### config.mk
export PLATFORM = sky130hd
export DESIGN_NAME = fir_seq
export DESIGN_NICKNAME = d
export VERILOG_FILES = /design/src/rtl/fir_pkg.sv /design/src/rtl/fir_seq.sv
export SDC_FILE = /design/constraint.sdc
export NUM_CORES = 1
export LEC_CHECK = 0
export ABC_AREA = 1
export ABC_CLOCK_PERIOD_IN_PS = 4100
export CAP_MARGIN = 10
export CORE_MARGIN = 4
export CORE_UTILIZATION = 55
export DETAILED_ROUTE_END_ITERATION = 16
export PLACE_DENSITY = 0.93
export SYNTH_ARGS = -nofsm -noshare
export SYNTH_HDL_FRONTEND = slang
export SYNTH_SLANG_ARGS = --single-unit
### constraint.sdc
create_clock -name clk -period 4.1 [get_ports clk]
set_clock_uncertainty 0.15 [all_clocks]
set_input_delay 0.41 -clock clk [delete_from_list [all_inputs] [get_ports clk]]
set_output_delay 0.41 -clock clk [all_outputs]
set_load 0.005 [all_outputs]
### src/rtl/fir_pkg.sv
// Shared definitions for the fir filter block and its sequencer.
// Control encodings and the default bus geometry live here so both sides agree.
package fir_pkg;

  localparam logic [1:0] FIR_CTRL_NOP = 2'b00;
  localparam logic [1:0] FIR_CTRL_RUN = 2'b01;
  localparam logic [1:0] FIR_CTRL_CLR = 2'b10;

  localparam int FIR_ADDR_STRIDE = 4;
  localparam int FIR_RD_LAT      = 2;

endpackage

### src/rtl/fir_seq.sv
// fir_seq: runs one fir job (clear, load, run, poll, read back) from a single start pulse.
// Samples arrive on a valid/ready stream; results leave on another.
//
// state  | meaning
// IDLE   | waiting for start
// CLR    | fir_ctrl = CLR for one cycle
// GAP    | fir_ctrl = NOP for one cycle
// LOAD   | accept N_SAMPLES words, write each to (k+1)*stride
// LOAD0  | rewrite address 0 with sample 0
// KICK   | fir_ctrl = RUN for one cycle
// SETTLE | one cycle before fir_bsy is trusted
// POLL   | wait for fir_bsy low, bounded by TIMEOUT
// RADDR  | present result address (r+1)*stride
// RWAIT  | wait RD_LAT cycles for fir_dout
// OUT    | offer captured result until m_ready
// FIN    | done pulse, then IDLE
module fir_seq
  import fir_pkg::*;
#(
  parameter int N_SAMPLES   = 36,
  parameter int DW          = 16,
  parameter int AW          = 16,
  parameter int ADDR_STRIDE = FIR_ADDR_STRIDE,
  parameter int RD_LAT      = FIR_RD_LAT,
  parameter int TIMEOUT     = 4096
) (
  input  logic          clk,
  input  logic          rst,
  input  logic          start,
  output logic          busy,
  output logic          done,
  output logic          err,
  input  logic          s_valid,
  output logic          s_ready,
  input  logic [DW-1:0] s_data,
  output logic          m_valid,
  input  logic          m_ready,
  output logic [DW-1:0] m_data,
  output logic [1:0]    fir_ctrl,
  output logic [AW-1:0] fir_addr,
  output logic [DW-1:0] fir_din,
  input  logic [DW-1:0] fir_dout,
  input  logic          fir_bsy
);

  localparam int KW = (N_SAMPLES > 1) ? $clog2(N_SAMPLES) : 1;
  localparam int TW = $clog2(TIMEOUT + 1);
  localparam int LW = $clog2(RD_LAT + 1);
  localparam longint MAX_ADDR = longint'(N_SAMPLES) * longint'(ADDR_STRIDE);

  generate
    if (MAX_ADDR > ((longint'(1) << AW) - 1)) begin : g_addr_chk
      $error("fir_seq: N_SAMPLES*ADDR_STRIDE does not fit in AW bits");
    end
    if (N_SAMPLES < 2 || RD_LAT < 1 || TIMEOUT < 1) begin : g_param_chk
      $error("fir_seq: need N_SAMPLES>=2, RD_LAT>=1, TIMEOUT>=1");
    end
  endgenerate

  localparam logic [3:0] ST_IDLE   = 4'd0;
  localparam logic [3:0] ST_CLR    = 4'd1;
  localparam logic [3:0] ST_GAP    = 4'd2;
  localparam logic [3:0] ST_LOAD   = 4'd3;
  localparam logic [3:0] ST_LOAD0  = 4'd4;
  localparam logic [3:0] ST_KICK   = 4'd5;
  localparam logic [3:0] ST_SETTLE = 4'd6;
  localparam logic [3:0] ST_POLL   = 4'd7;
  localparam logic [3:0] ST_RADDR  = 4'd8;
  localparam logic [3:0] ST_RWAIT  = 4'd9;
  localparam logic [3:0] ST_OUT    = 4'd10;
  localparam logic [3:0] ST_FIN    = 4'd11;

  logic [3:0]    state_q, state_d;
  logic [KW-1:0] k_q, k_d;
  logic [KW-1:0] r_q, r_d;
  logic [TW-1:0] tmo_q, tmo_d;
  logic [LW-1:0] lat_q, lat_d;
  logic [DW-1:0] s0_q, s0_d;
  logic          err_q, err_d;
  logic          done_q, done_d;
  logic          busy_q, busy_d;
  logic          m_valid_q, m_valid_d;
  logic [DW-1:0] m_data_q, m_data_d;
  logic [1:0]    fir_ctrl_q, fir_ctrl_d;
  logic [AW-1:0] fir_addr_q, fir_addr_d;
  logic [DW-1:0] fir_din_q, fir_din_d;

  logic          s_hs;
  logic [AW-1:0] k_addr;
  logic [AW-1:0] r_addr;

  always_comb begin
    state_d = state_q;
    k_d     = k_q;
    r_d     = r_q;
    tmo_d   = tmo_q;
    lat_d   = lat_q;
    s0_d    = s0_q;
    err_d   = err_q;
    m_data_d = m_data_q;

    s_hs   = s_valid && (state_q == ST_LOAD);
    k_addr = (AW'(k_q) + AW'(1)) * AW'(ADDR_STRIDE);

    case (state_q)
      ST_IDLE: begin
        if (start) begin
          err_d   = 1'b0;
          state_d = ST_CLR;
        end
      end
      ST_CLR:   state_d = ST_GAP;
      ST_GAP: begin
        k_d     = '0;
        state_d = ST_LOAD;
      end
      ST_LOAD: begin
        if (s_hs) begin
          if (k_q == '0) s0_d = s_data;
          if (k_q == KW'(N_SAMPLES - 1)) state_d = ST_LOAD0;
          else                            k_d     = k_q + KW'(1);
        end
      end
      ST_LOAD0: state_d = ST_KICK;
      ST_KICK:  state_d = ST_SETTLE;
      ST_SETTLE: begin
        tmo_d   = TW'(TIMEOUT - 1);
        state_d = ST_POLL;
      end
      ST_POLL: begin
        if (!fir_bsy) begin
          r_d     = '0;
          state_d = ST_RADDR;
        end else if (tmo_q == '0) begin
          err_d   = 1'b1;
          state_d = ST_FIN;
        end else begin
          tmo_d = tmo_q - TW'(1);
        end
      end
      ST_RADDR: begin
        lat_d   = LW'(RD_LAT - 1);
        state_d = ST_RWAIT;
      end
      ST_RWAIT: begin
        if (lat_q == '0) begin
          m_data_d = fir_dout;
          state_d  = ST_OUT;
        end else begin
          lat_d = lat_q - LW'(1);
        end
      end
      ST_OUT: begin
        if (m_ready) begin
          if (r_q == KW'(N_SAMPLES - 1)) begin
            state_d = ST_FIN;
          end else begin
            r_d     = r_q + KW'(1);
            state_d = ST_RADDR;
          end
        end
      end
      ST_FIN:  state_d = ST_IDLE;
      default: state_d = ST_IDLE;
    endcase

    // Registered outputs are a function of the state being entered.
    r_addr     = (AW'(r_d) + AW'(1)) * AW'(ADDR_STRIDE);
    busy_d     = (state_d != ST_IDLE);
    done_d     = (state_d == ST_FIN);
    m_valid_d  = (state_d == ST_OUT);
    fir_ctrl_d = (state_d == ST_CLR)  ? FIR_CTRL_CLR :
                 (state_d == ST_KICK) ? FIR_CTRL_RUN : FIR_CTRL_NOP;
    fir_din_d  = (state_d == ST_LOAD0) ? s0_d : '0;
    if (state_d == ST_RADDR)
      fir_addr_d = r_addr;
    else if (state_d == ST_RWAIT || state_d == ST_OUT)
      fir_addr_d = fir_addr_q;
    else
      fir_addr_d = '0;
  end

  always_ff @(posedge clk) begin
    if (rst) begin
      state_q    <= ST_IDLE;
      k_q        <= '0;
      r_q        <= '0;
      tmo_q      <= '0;
      lat_q      <= '0;
      s0_q       <= '0;
      err_q      <= 1'b0;
      done_q     <= 1'b0;
      busy_q     <= 1'b0;
      m_valid_q  <= 1'b0;
      m_data_q   <= '0;
      fir_ctrl_q <= FIR_CTRL_NOP;
      fir_addr_q <= '0;
      fir_din_q  <= '0;
    end else begin
      state_q    <= state_d;
      k_q        <= k_d;
      r_q        <= r_d;
      tmo_q      <= tmo_d;
      lat_q      <= lat_d;
      s0_q       <= s0_d;
      err_q      <= err_d;
      done_q     <= done_d;
      busy_q     <= busy_d;
      m_valid_q  <= m_valid_d;
      m_data_q   <= m_data_d;
      fir_ctrl_q <= fir_ctrl_d;
      fir_addr_q <= fir_addr_d;
      fir_din_q  <= fir_din_d;
    end
  end

  // In LOAD the write port follows the handshake combinationally; idle cycles park on address 0.
  assign s_ready  = (state_q == ST_LOAD);
  assign fir_addr = (state_q == ST_LOAD) ? (s_hs ? k_addr : '0) : fir_addr_q;
  assign fir_din  = (state_q == ST_LOAD) ? (s_hs ? s_data : s0_q) : fir_din_q;

  assign busy     = busy_q;
  assign done     = done_q;
  assign err      = err_q;
  assign m_valid  = m_valid_q;
  assign m_data   = m_data_q;
  assign fir_ctrl = fir_ctrl_q;

endmodule

# Word-level counts from Yosys, hierarchy flattened
# Index checks and enable logic that the tools add are counted.
[totals]
elab_cells = 103
register_bits = 99
in_bits = 38
[op_classes]
add_sub_neg = 6
n_mux = 36
n_eq_ne = 27
bitwise = 1
reduce_logical = 18
[ops]
columns = ["op", "n"]
rows = [
  ["$mux 16", 8],
  ["$pmux 4 s11", 1],
  ["$mux 6", 5],
  ["$eq 4x4->1 const B", 7],
  ["$mux 4", 7],
  ["$mux 13", 2],
  ["$pmux 13 s2", 1],
  ["$eq 4x3->1 const B", 6],
  ["$pmux 6 s2", 2],
  ["$add 6x1->7 const B", 2],
  ["$ne 2x2->1 const B", 7],
  ["$logic_not 13->1", 1],
  ["$sub 13x1->13 const B", 1],
  ["$add 6x1->6 const B", 2],
  ["$eq 6x6->1 const B", 2],
  ["$mux 9", 1],
  ["$eq 4x1->1 const B", 2],
  ["$eq 4x2->1 const B", 2],
  ["$reduce_bool 2->1", 4],
  ["$logic_not 6->1", 1],
  ["$mux 2", 3],
  ["$reduce_and 3->1", 2],
  ["$logic_not 4->1", 1],
  ["$mux 1", 4],
  ["other kinds (12)", 14],
]

# Longest topological paths before layout
[depth]
depth_word = 8
ltp_mapped = 14
depth_no_buf = 14

# Worst setup path before layout
# Ideal clock, no wire load.
[synth_timing]
kind = "reg-to-reg"
startpoint = "register state_q[3]"
endpoint = "register fir_addr_q[4]"
stages_incl_launch_ff = 14
period_less_slack_ns = 2.039
path_slack_ns = 2.061
required_time_ns = 3.880
t_arrival_ns = 1.819
setup_time_ns = 0.070
path_buffers = 0
path_cell_list = "dfxtp_1 inv_2 nor2_1 nand2_1 nand2_1 nand2_2 inv_2 nand2_2 o21ai_2 inv_2 ha_1 a21oi_1 o21ai_0 a21oi_1"
[synth_rtl]
columns = ["element", "line_no", "text"]
rows = [
  ["start: declaration", "fir_seq.sv:73", "logic [3:0] state_q, state_d;"],
  ["start signal: assignment", "fir_seq.sv:200", "state_q <= state_d;"],
  ["$eq 4x4->1 or $eq 4x3->1 (tied branches)", "fir_seq.sv:105", "case (state_q)"],
  ["$pmux 6 s2 (*)", "fir_seq.sv:105", ""],
  ["named net r_d[0]", "fir_seq.sv:75", "logic [KW-1:0] r_q, r_d;"],
  ["$add 6x1->7 (*)", "fir_seq.sv:168", "r_addr = (AW'(r_d) + AW'(1)) * AW'(ADDR_STRIDE);"],
  ["$mux 16 (*)", "fir_seq.sv:175", "if (state_d == ST_RADDR)"],
  ["end signal: assignment", "fir_seq.sv:212", "fir_addr_q <= fir_addr_d;"],
  ["end: declaration", "fir_seq.sv:85", "logic [AW-1:0] fir_addr_q, fir_addr_d;"],
]
# The timed path passes the listed nets; every way through them passes the cells marked *.
# A chain may end at the register's enable or synchronous reset.

# Worst setup path after layout
[layout_timing]
startpoint = "input port s_valid"
endpoint = "output port fir_addr[8]"
[layout_via]
elab_chain_len = 3
[layout_lines]
columns = ["element", "line_no", "text"]
rows = [
  ["start: declaration", "fir_seq.sv:33", "input logic s_valid,"],
  ["$logic_and 1x1->1", "fir_seq.sv:102", "s_hs = s_valid && (state_q == ST_LOAD);"],
  ["$mux 9", "fir_seq.sv:219", "assign fir_addr = (state_q == ST_LOAD) ? (s_hs ? k_addr : '0) : fir_addr_q;"],
  ["$mux 16", "fir_seq.sv:219", ""],
  ["end: declaration", "fir_seq.sv:40", "output logic [AW-1:0] fir_addr,"],
]
# Every way passes these cells.

==> flow_summary.yaml <==
placed_design:
  io_buffers: 83
  dp_hpwl_mm: 7.96
  gp_congestion: 0.936
setup_path:
  r2r_cells: 7
  endpoint_kind: "primary output"
  reg2reg_to: "s0_q[15]$_SDFF_PP0_"
  worst_setup_path_start_kind: "primary input"
  critPathCapture: "fir_addr[8]"
  worst_path_max_delay_cell: "clkdlybuf4s50_1"
  crit_path_max_fanout: 20
  reg2reg_from: "state_q[0]$_SDFF_PP0_"
  required_ns: 3.54
  critPathKind: "primary input to primary output"
  crit_path_frequent_cell: "clkdlybuf4s50_1"
  max_stage_delay_ns: 0.89
  cp-startpoint: "s_valid"
  timing.reg2reg.setup_slack_ns: 1.51
  cp_data_arrival_time_ns: 2.71
  cp_cell_sequence: "clkdlybuf4s50_1 > inv_2 > nor2_8 > nand2_1 > o21ai_0 > clkdlybuf4s50_1"
logic_synthesis:
  post-synth-top-area-cell: "dfxtp_1"
  seq_area_frac_synth_pct: 41.9
  ys_warn_count: 0
  synth.area.top_cells: "dfxtp_1 42%, nor2_1 9.9%, nand2_1 9.5%"
  syn-mean-instance-area_sq_um: 7.33
  synth_flop_cell: "dfxtp_1"
  synth_top_area_share_pct: 41.9
  ys_types: 42
  mappedNetlistArea_sq_um: 4390
  syn-instance-count: 599
  synthArstFlopShare_pct: 0
  ys_seq_elements: 92
  synth-edff-count: 0
die:
  dieHeight_um: 97.4
  die_area_sq_um: 9480
  start_util_pct: 56.8
  chipWidth_um: 97.4
  num_io_pins: 93
  rows: 32
  core_sq_um: 7730
detailed_routing:
  num_vias: 4253
  wl_per_cell_um: 14.4
  route.detailed.drc: 0
  drt_first_pass_iters: 6
  totalWireLength_mm: 11.2
  drt_iter0_markers: 322
  via_per_inst: 5.47
  ant_nets: 0
clocking:
  clock_path_buffers: 2
  clockRootBuffer: "clkbuf_8"
  clock-sinks: 92
  hold_buffers: 0
  cts_htree_levels: 3
  cts_tree: "yes"
  clkTransAtPathRegs_ns: 0.10
  clock_latency_ns: 0.36
  cts_setup_buffers: 0
  cts_buffers: 9
  ctsResizeCount: 0
finish:
  final_util_pct: 70.3
  multiInputGateArea_sq_um: 2230
  nFillCells: 577
  regArea_sq_um: 1840
  drive_gt1_share_pct: 7.41
  final_net_count: 714
  area.growth.synth_to_final_pct: 23.8
  n_antenna_cell: 0
global_routing:
  grt_pass1_wl_mm: 18.6
  grt_use_total_pct: 23.2
  busiest_layer: "met2"
  grt_pass1_vias: 4045
  grt_use_met3_pct: 3.30
  use_met1_pct: 29.0
  gr-total-overflow: 0
  antenna_found_initial: 0
  grt_use_met2_pct: 40.5
  grt_max_degree: 38
timing:
  worst_pin_slew_ns: 0.678
  period_minus_slack_ns: 3.27
  slew_headroom_pct: 54.7
  finalSetupViolations: 0
  hold_violations: 0
  post-route-period-util_pct: 79.9
  finalSetupTns_ns: 0
  maxSlewViolCount: 0
  fmax_ghz: 0.305
  holdWs_ns: 0.300
  grt_setup_unrepaired: "false"
power_and_ir_drop:
  total_power_mw: 1.86
  p_leak_nw: 2.25
  p_int_mw: 1.37
  ir_drop_uv: 219
  powerDensity_nw_per_um2: 342
  p_sw_mw: 0.494
  pwr-share-seq_pct: 50.3
  swShare_pct: 26.5
  pwr-share-comb_pct: 13.2
  clockPowerShare_pct: 36.5
run_status:
  status: "finished clean"
worst_hold_path:
  hold-path-cell-count: 2
  min_path_type: "primary input to flip-flop"
run:
  drv_cap: 0
## worst min-delay path by stage
| stage | end | slack [ns] | startpoint |
|---|---|---|---|
| floorplan | tmo_q[12]$_SDFFE_PP0P_ | 0.28 | tmo_q[12]$_SDFFE_PP0P_ |
| global placement | tmo_q[12]$_SDFFE_PP0P_ | 0.29 | tmo_q[12]$_SDFFE_PP0P_ |
| detailed placement | tmo_q[12]$_SDFFE_PP0P_ | 0.30 | tmo_q[12]$_SDFFE_PP0P_ |
| CTS | s0_q[11]$_SDFF_PP0_ | 0.29 | rst |
| global route | s0_q[13]$_SDFF_PP0_ | 0.31 | rst |
| finish | s0_q[11]$_SDFF_PP0_ | 0.30 | rst |
## layer usage
layer / vias up / wire length (um)
met5: - / 0
met4: 0 / 233
met3: 21 / 541
met2: 150 / 5740
met1: 1988 / 4660
li1: 2094 / -
## sequential cells by signal (all words and copies together) (netlist names), 4 cells and up
| register | count |
|---|---|
| fir_din_q | 16 |
| fir_addr_q | 7 |
| r_q | 6 |
| k_q | 6 |
| s0_q | 16 |
| m_data | 16 |
| tmo_q | 13 |
| state_q | 4 |
## power by group through the flow
stage / combinational [mW] / sequential [mW] / clock (mW)
6_report: 0.245 / 0.935 / 0.679
2_1_floorplan: 0.152 / 0.945 / 0
4_1_cts: 0.243 / 0.934 / 0.688
3_5_place_dp: 0.240 / 0.955 / 0
5_1_grt: 0.267 / 0.937 / 0.729
3_3_place_gp: 0.234 / 0.954 / 0
## critical path, delay by kind of cell
| kind | cells | cell delay, ns |
|---|---|---|
| AOI/OAI and AO/OA | 1 | 0.19 |
| buffers and inverters | 3 | 1.80 |
| and+or+nand+nor | 2 | 0.31 |
## logic make-up (layout without fill, tap and decap cells)
family | count (synthesis) | in the layout | synth area share (%)
compound gates | 103 | 103 | 13.3
other cells | 1 | 9 | 0.0854
fa+ha+maj | 6 | 6 | 1.71
simple gates | 293 | 293 | 29.6
mux | 16 | 16 | 3.65
flops | 92 | 92 | 41.9
buf+inv | 79 | 147 | 7.92
xor+xnor | 9 | 9 | 1.79
## placed cells by master (no fill, tap or decap), types with 3 or more instances in the layout
cell             instances
nand4_1                 13
xor2_1                   6
nor2_2                   3
a31oi_1                 21
o21ai_1                  4
a21oi_1                 29
nor2_1                 116
nor3_1                   3
ha_1                     6
mux2i_1                 16
nand2_2                  4
clkdlybuf4s50_1         82
nand3b_1                 4
nor4_1                   4
o21ai_0                 40
nand3_1                 25
inv_2                   12
conb_1                   9
nand2_1                111
inv_1                   33
xnor2_1                  3
dfxtp_1                 92
clkbuf_8                 9
## synthesized netlist by cell type, types with 4 or more instances
cell and instances:
a21oi_1 29, a31oi_1 21, buf_4 10, clkbuf_1 15
dfxtp_1 92, ha_1 6, inv_1 33, inv_2 12
mux2i_1 16, nand2_1 111, nand2_2 4, nand3_1 25
nand3b_1 4, nand4_1 13, nor2_1 116, nor4_1 4
o21ai_0 40, o21ai_1 4, xor2_1 6
## stage by stage
| step | setup WS (ns) | cells | area, sq um |
|---|---|---|---|
| after floorplan | 2.06 | 607 | 4420 |
| after global placement | 0.996 | 761 | 5210 |
| after detailed placement | 0.922 | 761 | 5210 |
| after CTS | 0.859 | 777 | 5440 |
| after global routing | 0.684 | 777 | 5440 |
| final | 0.826 | 777 | 5440 |
## layout make-up
cell class                 count  area share, %
sequential                    92           33.9
tap                          102           2.35
timing repair buffer          84           15.3
inverter                      47           3.29
clock inverter                 7           1.80
clock buffer                   9           2.28
multi-input combinational    436           41.1
Note: power is estimated with default switching activity, not from simulation.
